File: src/rtl/pc_update_unit.sv
`default_nettype none
// ============================================================================
//  Module   : pc_update_unit
//  Purpose  : Program-counter sequencer. Holds a 30-bit word address and picks
//             the next one each cycle (halt, stall, jump, taken branch or
//             sequential). After any non-sequential update it raises a
//             one-cycle redirect pulse.
//  Revision : 1.0 - initial release
// ============================================================================
module pc_update_unit #(
  parameter logic [29:0] RESET_PC = 30'h0010_0000
) (
  input  logic        clk,
  input  logic        rst_n,
  input  logic [29:0] imm16_ext,
  input  logic        branch,
  input  logic        zero,
  input  logic        jump,
  input  logic [25:0] target26,
  input  logic        stall,
  input  logic        halt,
  output logic [29:0] pc,
  output logic [29:0] pc_plus1,
  output logic        running,
  output logic        redirect
);

  localparam logic [1:0] ST_INIT   = 2'd0;
  localparam logic [1:0] ST_RUN    = 2'd1;
  localparam logic [1:0] ST_HALTED = 2'd2;

  logic [1:0]  state_q, state_d;
  logic [29:0] pc_q, pc_d;
  logic        redirect_q, redirect_d;

  // Outputs: the incrementer is purely combinational so it follows pc in the same cycle
  always_comb begin
    pc       = pc_q;
    pc_plus1 = pc_q + 30'd1;
    running  = (state_q == ST_RUN);
    redirect = redirect_q;
  end

  // Next-state / next-PC selection; priority is halt > stall > jump > taken branch > sequential
  always_comb begin
    state_d    = state_q;
    pc_d       = pc_q;
    redirect_d = 1'b0;
    case (state_q)
      ST_INIT: begin
        state_d = ST_RUN;
      end
      ST_RUN: begin
        if (halt) begin
          state_d = ST_HALTED;
        end else if (stall) begin
          // Held PC; the stalled jump/branch is dropped, not queued
          pc_d = pc_q;
        end else if (jump) begin
          // Jump keeps the 4 region bits of the incremented PC
          pc_d       = {pc_plus1[29:26], target26};
          redirect_d = 1'b1;
        end else if (branch && zero) begin
          pc_d       = pc_plus1 + imm16_ext;
          redirect_d = 1'b1;
        end else begin
          pc_d = pc_plus1;
        end
      end
      ST_HALTED: begin
        state_d = ST_HALTED;
      end
      default: begin
        // Unused encoding: fall back to a clean start
        state_d = ST_INIT;
      end
    endcase
  end

  // State registers with synchronous active-low reset that overrides every state
  always_ff @(posedge clk) begin
    if (!rst_n) begin
      state_q    <= ST_INIT;
      pc_q       <= RESET_PC;
      redirect_q <= 1'b0;
    end else begin
      state_q    <= state_d;
      pc_q       <= pc_d;
      redirect_q <= redirect_d;
    end
  end

endmodule
`default_nettype wire

File: config.mk
export PLATFORM = sky130hd
export DESIGN_NAME = pc_update_unit
export DESIGN_NICKNAME = d
export VERILOG_FILES = /design/src/rtl/pc_update_unit.sv
export SDC_FILE = /design/constraint.sdc
export NUM_CORES = 1
export LEC_CHECK = 0
export ABC_AREA = 1
export CORE_MARGIN = 2
export CORE_UTILIZATION = 31
export DETAILED_ROUTE_END_ITERATION = 8
export PLACE_DENSITY = 0.54
export RECOVER_POWER = 100
export SLEW_MARGIN = 30
export SYNTH_ARGS = -nofsm -noshare
export SYNTH_HDL_FRONTEND = slang
export SYNTH_SLANG_ARGS = --single-unit
File: constraint.sdc
create_clock -name clk -period 5.84 [get_ports clk]
set_input_delay 1.168 -clock clk [delete_from_list [all_inputs] [get_ports clk]]
set_output_delay 1.168 -clock clk [all_outputs]
set_load 0.01 [all_outputs]
==> summary.md <==
| Metric | Value |
|---|---|
| Iter 0 DRT Violations | `439` |
| Max stage delay on crit path | `between 0.6 and 0.7 ns` |
| Worst setup SP type | `flip-flop` |
| Routed vias | `5699` |
| Routed WL per cell | `between 15 and 20 µm` |
| Worst setup EP type | `output pin` |
| Post-synth top area share | `roughly a fifth` |
| Slew Limit Fails | `0` |
| Gpl congestion | `0.917` |
| Design area | `a little over 6000 µm²` |
| CTS sink count | `33` |
| Die span in x | `approximately 130 µm` |
| Setup-failing EPs final | `0` |
| I/O Buffers | `124` |
| Die height | `126 µm` |
| Req. time, crit path | `4.67 ns` |
| Most frequent CP cell | `nand3_1` |
| Final HPWL DP | `around 16000 µm` |
| Mux contribution to synthesized area | `0%` |
| Cts hold-fix bufs | `0` |
| Fin nets | `about 1000` |
| First-pass GRT wire length | `29300 µm` |
| Max_cap viols | `0` |
| Largest net degree at the start of global routing | `39` |
| Diodes inserted | `0` |
| Crit-path max FO | `5` |
| Adder-cell share of the synthesized area | `10.8%` |
| FP Rows | `44` |
| Number of global-route vias before repair | `5305` |
| Top post-synthesis cells by area | `nand2_1, dfxtp_1, ha_1, inv_1, a21oi_1` |
| Main combinational cell family by area after synthesis | `simple AND/OR/NAND/NOR gates` |
| Yosys reg bits | `33` |
| Worst setup margin | `roughly 1.6 ns` |
| GR Util All Layers | `23.4%` |
| Setup Buffers After CTS | `0` |
| Final ANT Viol Nets | `0` |
| GR Overflow Total | `0` |
| Worst-case clock buffer depth | `2` |
| LEAKAGE | `between 0.003 and 0.004 µW` |
| Cts bufs inserted | `5` |
| Slew HR | `3.11%` |
| Most instantiated cells after synthesis | `nand2_1, inv_1, nor2_1` |
| PwrDens | `184 nW/µm²` |
| Yosys cell types | `40` |
| DRC Markers | `0` |
| Area leader, netlist | `nand2_1` |
| Layout cell share with drive strength beyond 1 | `2.96%` |
| Syn_area_per_cell | `about 5.6 µm²` |
| Slew @ Worst Pin | `1.45 ns` |
| Min cycle time layout | `4.20 ns` |
| Die area | `15800 µm²` |
| Clock-pin slew on the worst setup and hold paths | `0.06 ns` |
| Ys async rst share | `0%` |
| RSZ-0062 raised after global routing | `false` |
| CP Cell Sequence | `ha_1 > nand3_1 > nor2_1 > nand4_1 > nor3_1 > nand3_1 > xor2_1 > inv_1 > dlygate4sd3_1` |
| XOR/XNOR Fraction of Synth Area | `5.32%` |
| Area grow syn2layout | `33.3%` |
| Syn nets | `930` |
| Most numerous cell in the Yosys netlist | `nand2_1` |
| Clock latency on the worst-skew pair | `0.29 ns` |
| CTS tree | `yes` |
| Critical-path top delay cell | `dlygate4sd3_1` |
| WP data arrival | `3.04 ns` |
| Final period util | `between 70% and 80%` |
| Post-synthesis compound-gate area fraction | `15.6%` |
| Highest Clock Rate | `0.238 GHz` |
| TNS Setup | `0 ns` |
| Max VDD drop | `approximately 0.11 mV` |
| Ports | `125` |
| Number of synthesized flops with an enable pin | `0` |
| Yosys warnings | `0` |
| Post-DR vias/cell | `a little over 5` |
| H-tree depth | `2` |
| Dpl ws | `2.10 ns` |
| Core area | `14500 µm²` |
| CTS Root Cell | `clkbuf_16` |
| FF-to-FF path depth | `15` |
| CTS resizes | `0` |
| Fin util | `42.2%` |
| Total Routed Length | `approximately 19000 µm` |
| Setup Skew | `0.00857 ns` |
| Initial antenna violation count | `0` |
| Post-synthesis simple-gate area fraction | `43.4%` |
| Status | `completed` |
| WS Path Type | `reg2out` |
| Post-Synthesis Cells | `828` |
| Drt pass-1 iters | `5` |
| Register area share after synthesis | `14.3%` |
| Starting density of the core | `31.7%` |
| Hold Vio Cnt, Final | `0` |
| Hold Crit Class | `reg2reg` |
| Mapped Area | `4610 µm²` |
| Hold Path Depth | `2` |
| Dominant synthesized flop cell | `dfxtp_1` |
| Area of placed instances | `6030 µm²` |
-- state kept, by name (all words and copies together), names as in the netlist --
signal,flops
pc,30
state_q,2
redirect,1
-- worst paths after layout --
kind	end	slack [ns]	from
worst max-delay path	pc_plus1[20]	1.64	pc[0]
worst min-delay path	state_q[0]	0.49	state_q[0]
worst max register to register	pc[23]	1.96	pc[0]
worst min register to register	state_q[0]	0.49	state_q[0]
-- cell usage in the layout, fill, tap and decap left out, drive strengths merged --
master	synthesis	layout
nand2	264	264
inv	111	111
nor2	95	95
a21oi	73	73
clkdlybuf4s50	0	63
nand3	61	61
dlygate4sd3	0	61
o21ai	39	39
ha	38	38
dfxtp	33	33
xor2	21	21
nand4	17	17
nor3	11	11
or2	9	9
a31oi	8	8
xnor2	7	7
o21bai	5	5
clkbuf	14	5
nor4	4	4
a21o	3	3
clkinvlp	0	3
buf	3	3
and2	3	3
nand3b	2	2
a221oi	2	2
and3	1	1
o211ai	1	1
o221ai	1	1
a22oi	1	1
fa	1	1
-- final cells by class --
class / instances / area, µm²
inverters: 111 / 417
well taps: 184 / 230
multi-input cells: 667 / 3420
clock buffers: 5 / 125
fillers: 1653 / 8390
clock inverters: 3 / 22.5
flip-flops and latches: 33 / 661
repair buffers: 127 / 1260
-- per-stage QoR --
step,power (µW),hold slack (ns),instances
after floorplan,622,0.454,828
after global placement,877,0.477,1122
after detailed placement,874,0.487,1122
after CTS,1150,0.493,1130
after global routing,1200,0.513,1130
final,1130,0.486,1130
-- routing by layer --
layer	vias to the layer above	track usage, %	wire (µm)
met4	0	5.69	443
met2	232	37.7	8460
met5	-	0	0
met1	2518	32.9	8830
li1	2922	-	-
met3	27	3.53	1310
-- power breakdown --
group / internal [µW] / switching, µW
clock: 158 / 114
sequential: 253 / 41.7
combinational: 228 / 332
total: 639 / 488
-- kinds of logic after synthesis --
| logic type | count (synthesis) |
|---|---|
| and+or+nand+nor | 467 |
| AOI/OAI and AO/OA | 133 |
| buffers and inverters | 128 |
| adders and majority gates | 39 |
| DFF | 33 |
| xor gates and xnor gates | 28 |
-- worst max-delay path: cells and delay by family, from the launching register on --
family / cells / cell delay (ns)
flip-flops: 1 / 0.40
adder cells (fa/ha/maj): 1 / 0.23
AND/OR/NAND/NOR: 5 / 1.15
buffers and inverters: 2 / 0.75
XOR/XNOR: 1 / 0.21
Power figures use the tool's default switching activity.
